### src/rtl/alu_arbiter.sv
// alu_arbiter: round-robin sharing of one combinational ALU between two valid/ready requesters
module alu_arbiter #(
  parameter int WIDTH  = 32,
  parameter int CTRL_W = 4
) (
  input  logic                clk_i,
  input  logic                rst_ni,
  input  logic [1:0]          req_valid_i,
  output logic [1:0]          req_ready_o,
  input  logic [2*WIDTH-1:0]  req_a_i,
  input  logic [2*WIDTH-1:0]  req_b_i,
  input  logic [2*CTRL_W-1:0] req_ctrl_i,
  output logic [1:0]          rsp_valid_o,
  input  logic [1:0]          rsp_ready_i,
  output logic [WIDTH-1:0]    rsp_result_o,
  output logic                rsp_zero_o,
  output logic [WIDTH-1:0]    alu_a_o,
  output logic [WIDTH-1:0]    alu_b_o,
  output logic [CTRL_W-1:0]   alu_ctrl_o,
  input  logic [WIDTH-1:0]    alu_result_i,
  input  logic                alu_zero_i,
  output logic                busy_o,
  output logic [15:0]         op_count_o
);
  typedef enum logic [1:0] {IDLE, EXEC, RESP} state_t;
  state_t state, state_nxt;
  logic rr_ptr, gid, gnt, take, done;
  always_comb begin
    gnt         = &req_valid_i ? rr_ptr : req_valid_i[1];
    take        = state == IDLE && |req_valid_i;
    done        = state == RESP && rsp_ready_i[gid];
    req_ready_o = take ? (gnt ? 2'b10 : 2'b01) : 2'b00;
    rsp_valid_o = state == RESP ? (gid ? 2'b10 : 2'b01) : 2'b00;
    busy_o      = state != IDLE;
    state_nxt   = take ? EXEC : state == EXEC ? RESP : done ? IDLE : state;
  end
  always_ff @(posedge clk_i)
    if (!rst_ni) state <= IDLE;
    else state <= state_nxt;
  // rr_ptr moves only on a grant, so a lone requester never steals the other's turn
  always_ff @(posedge clk_i) begin
    if (!rst_ni) begin
      rr_ptr       <= 1'b0;
      gid          <= 1'b0;
      alu_a_o      <= '0;
      alu_b_o      <= '0;
      alu_ctrl_o   <= '0;
      rsp_result_o <= '0;
      rsp_zero_o   <= 1'b0;
      op_count_o   <= '0;
    end else begin
      if (take) begin
        alu_a_o    <= gnt ? req_a_i[2*WIDTH-1:WIDTH] : req_a_i[WIDTH-1:0];
        alu_b_o    <= gnt ? req_b_i[2*WIDTH-1:WIDTH] : req_b_i[WIDTH-1:0];
        alu_ctrl_o <= gnt ? req_ctrl_i[2*CTRL_W-1:CTRL_W] : req_ctrl_i[CTRL_W-1:0];
        gid        <= gnt;
        rr_ptr     <= ~gnt;
      end
      if (state == EXEC) begin
        rsp_result_o <= alu_result_i;
        rsp_zero_o   <= alu_zero_i;
      end
      if (done) op_count_o <= op_count_o + 16'd1;
    end
  end
endmodule
### config.mk
export PLATFORM = sky130hd
export DESIGN_NAME = alu_arbiter
export DESIGN_NICKNAME = d
export VERILOG_FILES = /design/src/rtl/alu_arbiter.sv
export SDC_FILE = /design/constraint.sdc
export NUM_CORES = 1
export LEC_CHECK = 0
export ABC_AREA = 0
export BUFFER_PORTS_ARGS = -buffer_cell sky130_fd_sc_hd__buf_2
export CAP_MARGIN = 20
export CORE_UTILIZATION = 25
export CTS_CLUSTER_SIZE = 20
export DETAILED_ROUTE_END_ITERATION = 12
export PLACE_DENSITY_LB_ADDON = 0.3
export RECOVER_POWER = 100
export SLEW_MARGIN = 20
export SYNTH_ARGS = -nofsm -noshare
export SYNTH_HDL_FRONTEND = slang
export SYNTH_SLANG_ARGS = --single-unit
### constraint.sdc
create_clock -name clk_i -period 2.4 [get_ports clk_i]
set_clock_uncertainty 0.2 [all_clocks]
set_input_delay 0.24 -clock clk_i [delete_from_list [all_inputs] [get_ports clk_i]]
set_output_delay 0.24 -clock clk_i [all_outputs]
set_load 0.01 [all_outputs]
-- Word level (Yosys, flattened, before mapping)
Cells that the tools add are included.
- eq/ne operators: 2
- reduce and logical (&&, ||, !) cells: 9
- $lt $le $gt $ge: 1
- bitwise logic cells: 2
- mux-type cells: 13
- $add $sub $neg: 1
- operator list (operator ; number):
    32-bit 2-to-1 mux ; 2
    16-bit by 1-bit adder with 16-bit output (second input constant) ; 1
    2-bit 2-to-1 mux ; 6
    1-bit 2-to-1 mux ; 4
    4-bit 2-to-1 mux ; 1
    2-bit nonzero test ; 2
    2-bit OR reduction ; 2
    3-bit nonzero test ; 1
    2-bit by 1-bit == test with 1-bit output (second input constant) ; 1
    2-bit == test (second input constant) ; 1
    1-bit logical AND ; 2
    2-bit zero test ; 1
    1-bit by 2-bit < comparator with 1-bit output (second input constant) ; 1
    1-bit inverter ; 2
    2-bit AND reduction ; 1
- input port bits: 175
- output and inout bits: 122
- register bits: 121
- word-level logic and storage cells: 38

-- Longest topological paths before layout
Gate-level depths: netlist of run 1.
- word-level depth: 6
- mapped depth: 7
- depth with buffers taken out: 5

-- Worst setup path before layout of run 1
No wires, ideal clock.
- kind: register to register
- start: register op_count_o[0]
- end: register op_count_o[14]
- data required time: 2.129 ns
- library setup time: 0.071 ns
- arrival: 1.465 ns
- path buffers: 0
- cell stages (with the launch flop): 6
- clock period less this slack: 1.736 ns
- path slack: 0.664 ns
- path through: dfxtp_1 -> ha_1 -> and4b_1 -> nand4_1 -> or3_1 -> a21oi_1
- word-level cells in the longest chain between the ends: 1
- ends and longest elaborated chain (item ; RTL line ; text):
    start: declaration ; 23 ; output logic [15:0] op_count_o
    start signal: assignment ; 63 ; if (done) op_count_o <= op_count_o + 16'd1;
    16-bit by 1-bit adder with 16-bit output ; 63 ;
No other way between the ends.
A chain may end at the register's enable or synchronous reset.

-- Worst setup path in the final report of run 1
- start: input port req_valid_i[0]
- end: register alu_b_o[10]
- word-level cells in the longest chain between the ends: 3
- elaborated cells on any way between the ends: 5
- classes of those cells: mux: 2; reduce/logical: 3
- ends and longest elaborated chain (item ; RTL line ; text):
    start: declaration ; 8 ; input logic [1:0] req_valid_i,
    2-bit AND reduction ; 29 ; gnt = &req_valid_i ? rr_ptr : req_valid_i[1];
    1-bit 2-to-1 mux ; 29 ;
    32-bit 2-to-1 mux ; 54 ; alu_b_o <= gnt ? req_b_i[2*WIDTH-1:WIDTH] : req_b_i[WIDTH-1:0];
    end signal: assignment ; 54 ;
    end: declaration ; 18 ; output logic [WIDTH-1:0] alu_b_o,
Parallel ways exist; a longest one is shown, timed or not.

==> results of run 1 <==
metal layers:
layer  track usage  vias to the layer above
li1              -                     2733
met1         0.206                     2647
met2         0.302                      239
met3        0.0486                       37
met4        0.0700                        0
met5             0                        -
sequential cells by signal, summed over array words and instances, names as in the netlist:
register / cells
rr_ptr: 1
alu_ctrl_o: 4
rsp_zero_o: 1
rsp_result_o: 32
alu_b_o: 32
alu_a_o: 32
op_count_o: 16
state: 2
gid: 1
critical path, stage by stage:
cell	delay, ns
dlygate4sd3_1	0.52
buf_2	0.13
nand2b_1	0.05
and3_2	0.23
buf_12	0.18
a222oi_1	0.38
dlygate4sd3_1	0.62
nor2_1	0.04
metrics by stage:
stage	hold slack, ns	instance area, um^2
final	0.0621	8540
after global placement	0.239	6320
after detailed placement	0.241	6320
after CTS	0.0339	8720
after global routing	0.0788	8540
after floorplan	0.176	4610
cells in the mapped netlist (all sizes together):
| cell type | instances |
|---|---|
| dfxtp | 121 |
| nand2 | 76 |
| nor2 | 50 |
| a21oi | 43 |
| a222oi | 38 |
| clkbuf | 28 |
| and3 | 17 |
| a22oi | 16 |
| buf | 16 |
| o2bb2ai | 16 |
| a221o | 14 |
| o21ai | 6 |
| nand3 | 5 |
| nand4 | 5 |
| and2 | 4 |
| or3 | 4 |
| xor2 | 4 |
| nand2b | 3 |
| o31ai | 3 |
| or4 | 3 |
| and2b | 2 |
| mux2i | 2 |
| nor4 | 2 |
| xnor2 | 2 |
| a21o | 1 |
| a22o | 1 |
| and3b | 1 |
| and4 | 1 |
| and4b | 1 |
| clkinv | 1 |
| ha | 1 |
| inv | 1 |
| mux2 | 1 |
| o21bai | 1 |
| or4b | 1 |
path summary, 6_finish.rpt:
path / end / cells past startpoint
max: alu_b_o[10] / 8
min: op_count_o[4] / 3
max reg2reg: alu_b_o[4] / 6
min reg2reg: rsp_result_o[17] / 2
layout make-up:
class                           instances  share of cell area
Clock buffer                           24              0.0588
Clock inverter                          7              0.0217
Inverter                                2             0.00103
Multi-Input combinational cell        324               0.231
Sequential cell                       121               0.284
Tap cell                              229              0.0336
Timing Repair Buffer                  476               0.370
placed cells by master (no fill, tap or decap), types with 3 or more instances in the layout:
cell / netlist / final
clkbuf_8: 0 / 5
nand2b_1: 3 / 3
and3_1: 16 / 14
o21ai_0: 5 / 5
clkbuf_1: 28 / 121
o31ai_1: 3 / 3
bufinv_16: 0 / 6
nand4_1: 4 / 5
or3_1: 4 / 4
o2bb2ai_1: 16 / 16
or4_1: 3 / 3
nand2_1: 76 / 76
a21oi_1: 43 / 43
dlygate4sd3_1: 0 / 171
a222oi_1: 38 / 38
buf_12: 0 / 4
buf_4: 0 / 3
xor2_1: 4 / 4
buf_2: 15 / 177
a221o_1: 14 / 14
clkbuf_16: 0 / 17
nor2_1: 49 / 49
nand3_1: 4 / 5
dfxtp_1: 121 / 119
a22oi_1: 16 / 16
kinds of logic (layout without fill, tap and decap cells):
logic type / count (synthesis) / after routing
AND/OR/NAND/NOR: 175 / 175
AO/OA/AOI/OAI: 139 / 139
flip-flops: 121 / 121
buffers and inverters: 46 / 509
XOR/XNOR: 6 / 6
multiplexers: 3 / 3
adder cells (fa/ha/maj): 1 / 1
where the power goes:
part	total [W]	internal, W	switching, W
combinational	0.00123	0.000658	0.000571
clock	0.00298	0.00208	0.000893
sequential	0.00227	0.00218	0.0000949
timing repair:
action / CTS / global route
hold endpoints to repair: 102 / 0
gates resized for setup: 0 / 3
hold buffers: 171 / 0
setup endpoints to repair: 0 / 45
==> summary.md, run 1 <==
| Metric | Value |
|---|---|
| Mapped Cells | `491` |
| TritonCTS buffer count | `17` |
| # IOs | `297` |
| Met2 WL | `8780 um` |
| Met3 WL post-DR | `1010 um` |
| Crit share post-route | `0.961` |
| DRT iter0 DRCs | `475` |
| Via count | `5,656` |
| Min cycle time layout | `2.31 ns` |
| Multi-input logic area | `1980 um^2` |
| Core Box Area | `18,000 um^2` |
| Initial antenna violation count | `0` |
| RSZ-0062 raised after global routing | `false` |
| Setup TNS | `0 ns` |
| VDD IR max | `670 uV` |
| Die Width | `138 um` |
| GR Util All Layers | `0.176` |
| Clock root cell | `clkbuf_16` |
| Setup WS post-layout | `0.0930 ns` |
| Die ar. | `19,000 um^2` |
| Uppermost layer routed | `met4` |
| Register area share after synthesis | `0.525` |
| Number of setup buffers added after CTS | `0` |
| Top cells by area in the synthesized netlist | `dfxtp_1 (53%), a222oi_1 (8.2%), nand2_1 (6.2%)` |
| Rel. slew slack | `0.474` |
| Post-Synth Simple-Gate Area | `0.179` |
| Yosys Warn Count | `0` |
| Beginning of the worst hold path | `rst_ni` |
| Fmax achieved | `433 MHz` |
| CTS Sinks | `121` |
| Chip Height | `138 um` |
| Flip-flop and latch area | `2420 um^2` |
| Dpl cells | `981` |
| CP Class | `in -> reg` |
| Compound-Gate Fraction of Synth Area | `0.232` |
| Avg WL per Cell | `14.7 um` |
| Post-DRT Antenna Nets | `0` |
| Worst path required time | `2.49 ns` |
| Clk Latency, worst-skew pair | `0.40 ns` |
| Max cap viols | `0` |
| Power Total | `0.00648 W` |
| Multiplexer share of the synthesized area | `0.00759` |
| H-tree depth | `4` |
| Largest family of logic cells by synthesized area | `compound AO/OA/AOI/OAI gates` |
| Adder-cell share of the synthesized area | `0.00271` |
| Synthesis-to-layout area growth | `85.1%` |
| Least-Margin Pin Slew | `0.789 ns` |
| Final Hold Vio Count | `0` |
| Synth cell types | `42` |
| Final setup violation count | `0` |
| Starting Density | `0.256` |
| Avg Inst Size Synth | `9.40 um^2` |
| Net Count, Synth | `667` |
| Largest net degree at the start of global routing | `55` |
| Routed vias/inst | `4.78` |
| Critical Path Sink Type | `flop` |
| Critical R2R Launch | `state[0]` |
| Area share of the largest cell type after synthesis | `0.525` |
| Max clock buf depth | `2` |
| Vias in the first global route | `5,276` |
| Layout Utilization | `0.474` |
| Rows | `49` |
| Area share of xor/xnor cells in the synthesized design | `0.0114` |
| Leading area contributor after synthesis | `dfxtp_1` |
| CTS clk-pin slew, worst paths | `0.06 ns` |
| Hold/Removal Path Class | `in -> reg` |
| Number of port buffers | `296` |
| CP startpoint kind | `primary input` |
| TritonCTS clock tree | `done` |
| Worst-path maximum fanout | `54` |
| Gpl congestion | `0.805` |
| Share of layout cells above drive strength 1 | `0.235` |
| Synthesized area | `4610 um^2` |
| Post-Route WL | `17,400 um` |
| Status | `finished, final reports clean` |
| Crit path launch | `req_valid_i[0]` |
| LEAKAGE | `3.47 nW` |
| Non-Filler Instances | `1,183` |
| Drc violations | `0` |
| Nets | `1,118` |
| # fillers | `1,769` |
| Drt pass-1 iters | `6` |
| PwrDens | `759 nW/um^2` |
| CP arrival | `2.40 ns` |
| Flop2flop setup slack | `0.13 ns` |
| Final HPWL DP | `10,500 um` |
| DRT met1 WL | `7180 um` |
| FF+latch count, synth | `121` |
| First-pass GRT wire length | `26,100 um` |
| Grt ovf | `0` |
| Max-slew violations | `0` |
| Ant diodes | `0` |
| DP Worst Slack | `0.385 ns` |
Power figures use the tool's default switching activity.
==> inputs of run 2 (changes only) <==
Settings changed: CORE_AREA set to 2 2 115 117, CORE_UTILIZATION 25 to not set, DIE_AREA set to 0 0 117 119.
==> run 2 against run 1 <==
  * The run now ends with negative hold slack left
  * Cell count shrank 4.5%
  * Hold slack lost 0.15 ns
  * Clock power shrank 7.4%
  * Sequential cell count is the same
  * Non-clock buffer count shrank 4
  * Critical path depth shrank 2
  * Via count grew 6.5%
  * Sequential share of layout area grew 0.46 points
  * Critical path type is now reg -> reg
==> summary.md, run 2 (synthesis results as in run 1) <==
| Metric | Value |
|---|---|
| Status | `complete, but fails checks (was finished, final reports clean)` |
| Failing checks | `negative hold slack` |
| Vias in the first global route | `6,070 (was 5,276)` |
| Die ar. | `13,900 um^2 (was 19,000 um^2)` |
| CP arrival | `2.38 ns (was 2.40 ns)` |
| Chip Height | `119 um (was 138 um)` |
| Largest net degree at the start of global routing | `98 (was 55)` |
| Max-slew violations | `0 (unchanged)` |
| Routed vias/inst | `5.33 (was 4.78)` |
| Final HPWL DP | `10,700 um (was 10,500 um)` |
| Starting Density | `0.358 (was 0.256)` |
| Post-Route WL | `19,300 um (was 17,400 um)` |
| Fmax achieved | `437 MHz (was 433 MHz)` |
| Worst-path maximum fanout | `10 (was 54)` |
| First-pass GRT wire length | `29,600 um (was 26,100 um)` |
| Hold/Removal Path Class | `in -> reg (unchanged)` |
| Reg power frac | `0.363 (was 0.351)` |
| Min cycle time layout | `2.29 ns (was 2.31 ns)` |
| Flop2flop setup slack | `0.11 ns (was 0.13 ns)` |
| VDD IR max | `537 uV (was 670 uV)` |
| PwrDens | `750 nW/um^2 (was 759 nW/um^2)` |
| DRT iter0 DRCs | `531 (was 475)` |
| # fillers | `1,040 (was 1,769)` |
| Gpl congestion | `0.787 (was 0.805)` |
| Area post-placement | `6230 um^2 (was 6320 um^2)` |
| Post-route cell area | `8420 um^2 (was 8540 um^2)` |
| TritonCTS clock tree | `done (unchanged)` |
| Sw Share | `0.251 (was 0.241)` |
| RSZ-0062 raised after global routing | `false (unchanged)` |
| CTS clk-pin slew, worst paths | `0.05 ns (was 0.06 ns)` |
| Via count | `6,024 (was 5,656)` |
| Grt ovf | `0 (unchanged)` |
| Nets | `1,115 (was 1,118)` |
| # IOs | `297 (unchanged)` |
| Hold Slack | `-0.0904 ns (was 0.0621 ns)` |
| Setup TNS | `0 ns (unchanged)` |
| Max cap viols | `0 (unchanged)` |
| Synthesis-to-layout area growth | `82.5% (was 85.1%)` |
| Crit share post-route | `0.953 (was 0.961)` |
| Initial antenna violation count | `2 (was 0)` |
| LEAKAGE | `3.48 nW (was 3.47 nW)` |
| Share of layout cells above drive strength 1 | `0.241 (was 0.235)` |
| Drc violations | `0 (unchanged)` |
| CTS Sinks | `121 (unchanged)` |
| Avg WL per Cell | `17.0 um (was 14.7 um)` |
| CP startpoint kind | `flop (was primary input)` |
| Power Total | `0.00631 W (was 0.00648 W)` |
| Core Box Area | `12,900 um^2 (was 18,000 um^2)` |
| Most frequent cells in the layout | `buf_2 (178), dlygate4sd3_1 (167), clkbuf_1 (120), dfxtp_1 (119), nand2_1 (76) (was buf_2 (177), dlygate4sd3_1 (171), clkbuf_1 (121), dfxtp_1 (119), nand2_1 (76))` |
| Clock root cell | `clkbuf_16 (unchanged)` |
| Final setup violation count | `0 (unchanged)` |
| P_sw | `0.00158 W (was 0.00156 W)` |
| Final Hold Vio Count | `1 (was 0)` |
| Number of port buffers | `296 (unchanged)` |
| Commonest non-fill, non-tap cell in the layout | `buf_2 (unchanged)` |
| Critical Path Sink Type | `flop (unchanged)` |
| Flip-flop and latch area | `2430 um^2 (was 2420 um^2)` |
| Least-Margin Pin Slew | `0.660 ns (was 0.789 ns)` |
| Clock Power Share | `0.437 (was 0.459)` |
| H-tree depth | `4 (unchanged)` |
| GR Util All Layers | `0.274 (was 0.176)` |
| Max clock buf depth | `2 (unchanged)` |
| Internal power | `0.00473 W (was 0.00492 W)` |
| Multi-input logic area | `1990 um^2 (was 1980 um^2)` |
| Drt pass-1 iters | `7 (was 6)` |
| Logic pwr share | `0.200 (was 0.190)` |
| Worst path required time | `2.49 ns (about the same)` |
| Clk Latency, worst-skew pair | `0.41 ns (was 0.40 ns)` |
| Die Width | `117 um (was 138 um)` |
| Regs by FF count | `alu_a_o x32, alu_b_o x32, rsp_result_o x32 (unchanged)` |
| Post-DRT Antenna Nets | `0 (unchanged)` |
| TritonCTS buffer count | `17 (unchanged)` |
| Rows | `42 (was 49)` |
| CP Class | `reg -> reg (was in -> reg)` |
| Rel. slew slack | `0.560 (was 0.474)` |
==> run 2: repair_timing <==
item / CTS / global route
setup buffers: 0 / 1
pin swaps: 0 / 4
setup endpoints to repair: 1 / 69
hold buffers: 169 / 0
gates resized for setup: 1 / 8
cloned: 0 / 1
endpoints found under the hold margin: 101 / 0
==> run 2: final timing paths <==
kind                                       start          endpoint  depth (start not counted)
worst min register to register  rsp_result_o[26]  rsp_result_o[26]                          2
worst max register to register            rr_ptr       alu_a_o[31]                          6
worst min-delay path                 req_b_i[13]       alu_b_o[13]                          3
worst max-delay path                      rr_ptr       alu_a_o[31]                          6
==> run 2: worst max-delay path, stage by stage, from the launching register on <==
cell and delay (ns):
dfxtp_1 0.32, nand2b_1 0.17, and3_4 0.22, buf_2 0.20, and3_1 0.20, a221o_1 0.27
dlygate4sd3_1 0.58
==> run 2: area by class of cell <==
class,count,area share
timing repair buffer,472,0.369
sequential,121,0.289
multi-input combinational,325,0.237
clock buffer,27,0.0657
tap,176,0.0262
clock inverter,5,0.0122
inverter,2,0.00104
antenna,2,0.000594
==> run 2: power by group through the flow <==
stage          combinational (W)  clock [W]  sequential (W)
2_1_floorplan           0.000414          0         0.00238
5_1_grt                  0.00137    0.00289         0.00230
6_report                 0.00126    0.00276         0.00229
4_1_cts                  0.00125    0.00280         0.00227
3_5_place_dp            0.000902          0         0.00231
3_3_place_gp            0.000880          0         0.00230
==> run 2: layer usage <==
metal / wire length (um) / vias to the layer above / track usage
met5: 0 / - / 0
met4: 1090 / 0 / 0.171
met3: 1570 / 105 / 0.0896
met2: 9720 / 369 / 0.469
met1: 6880 / 2823 / 0.285
li1: - / 2727 / -
==> run 2: through the flow <==
| step | std cells | setup slack [ns] | utilization |
|---|---|---|---|
| finish | 1130 | 0.112 | 0.654 |
| global route | 1130 | 0.0305 | 0.654 |
| CTS | 1127 | 0.0435 | 0.666 |
| detailed placement | 926 | 0.424 | 0.484 |
| global placement | 926 | 0.481 | 0.484 |
| floorplan | 491 | 0.664 | - |
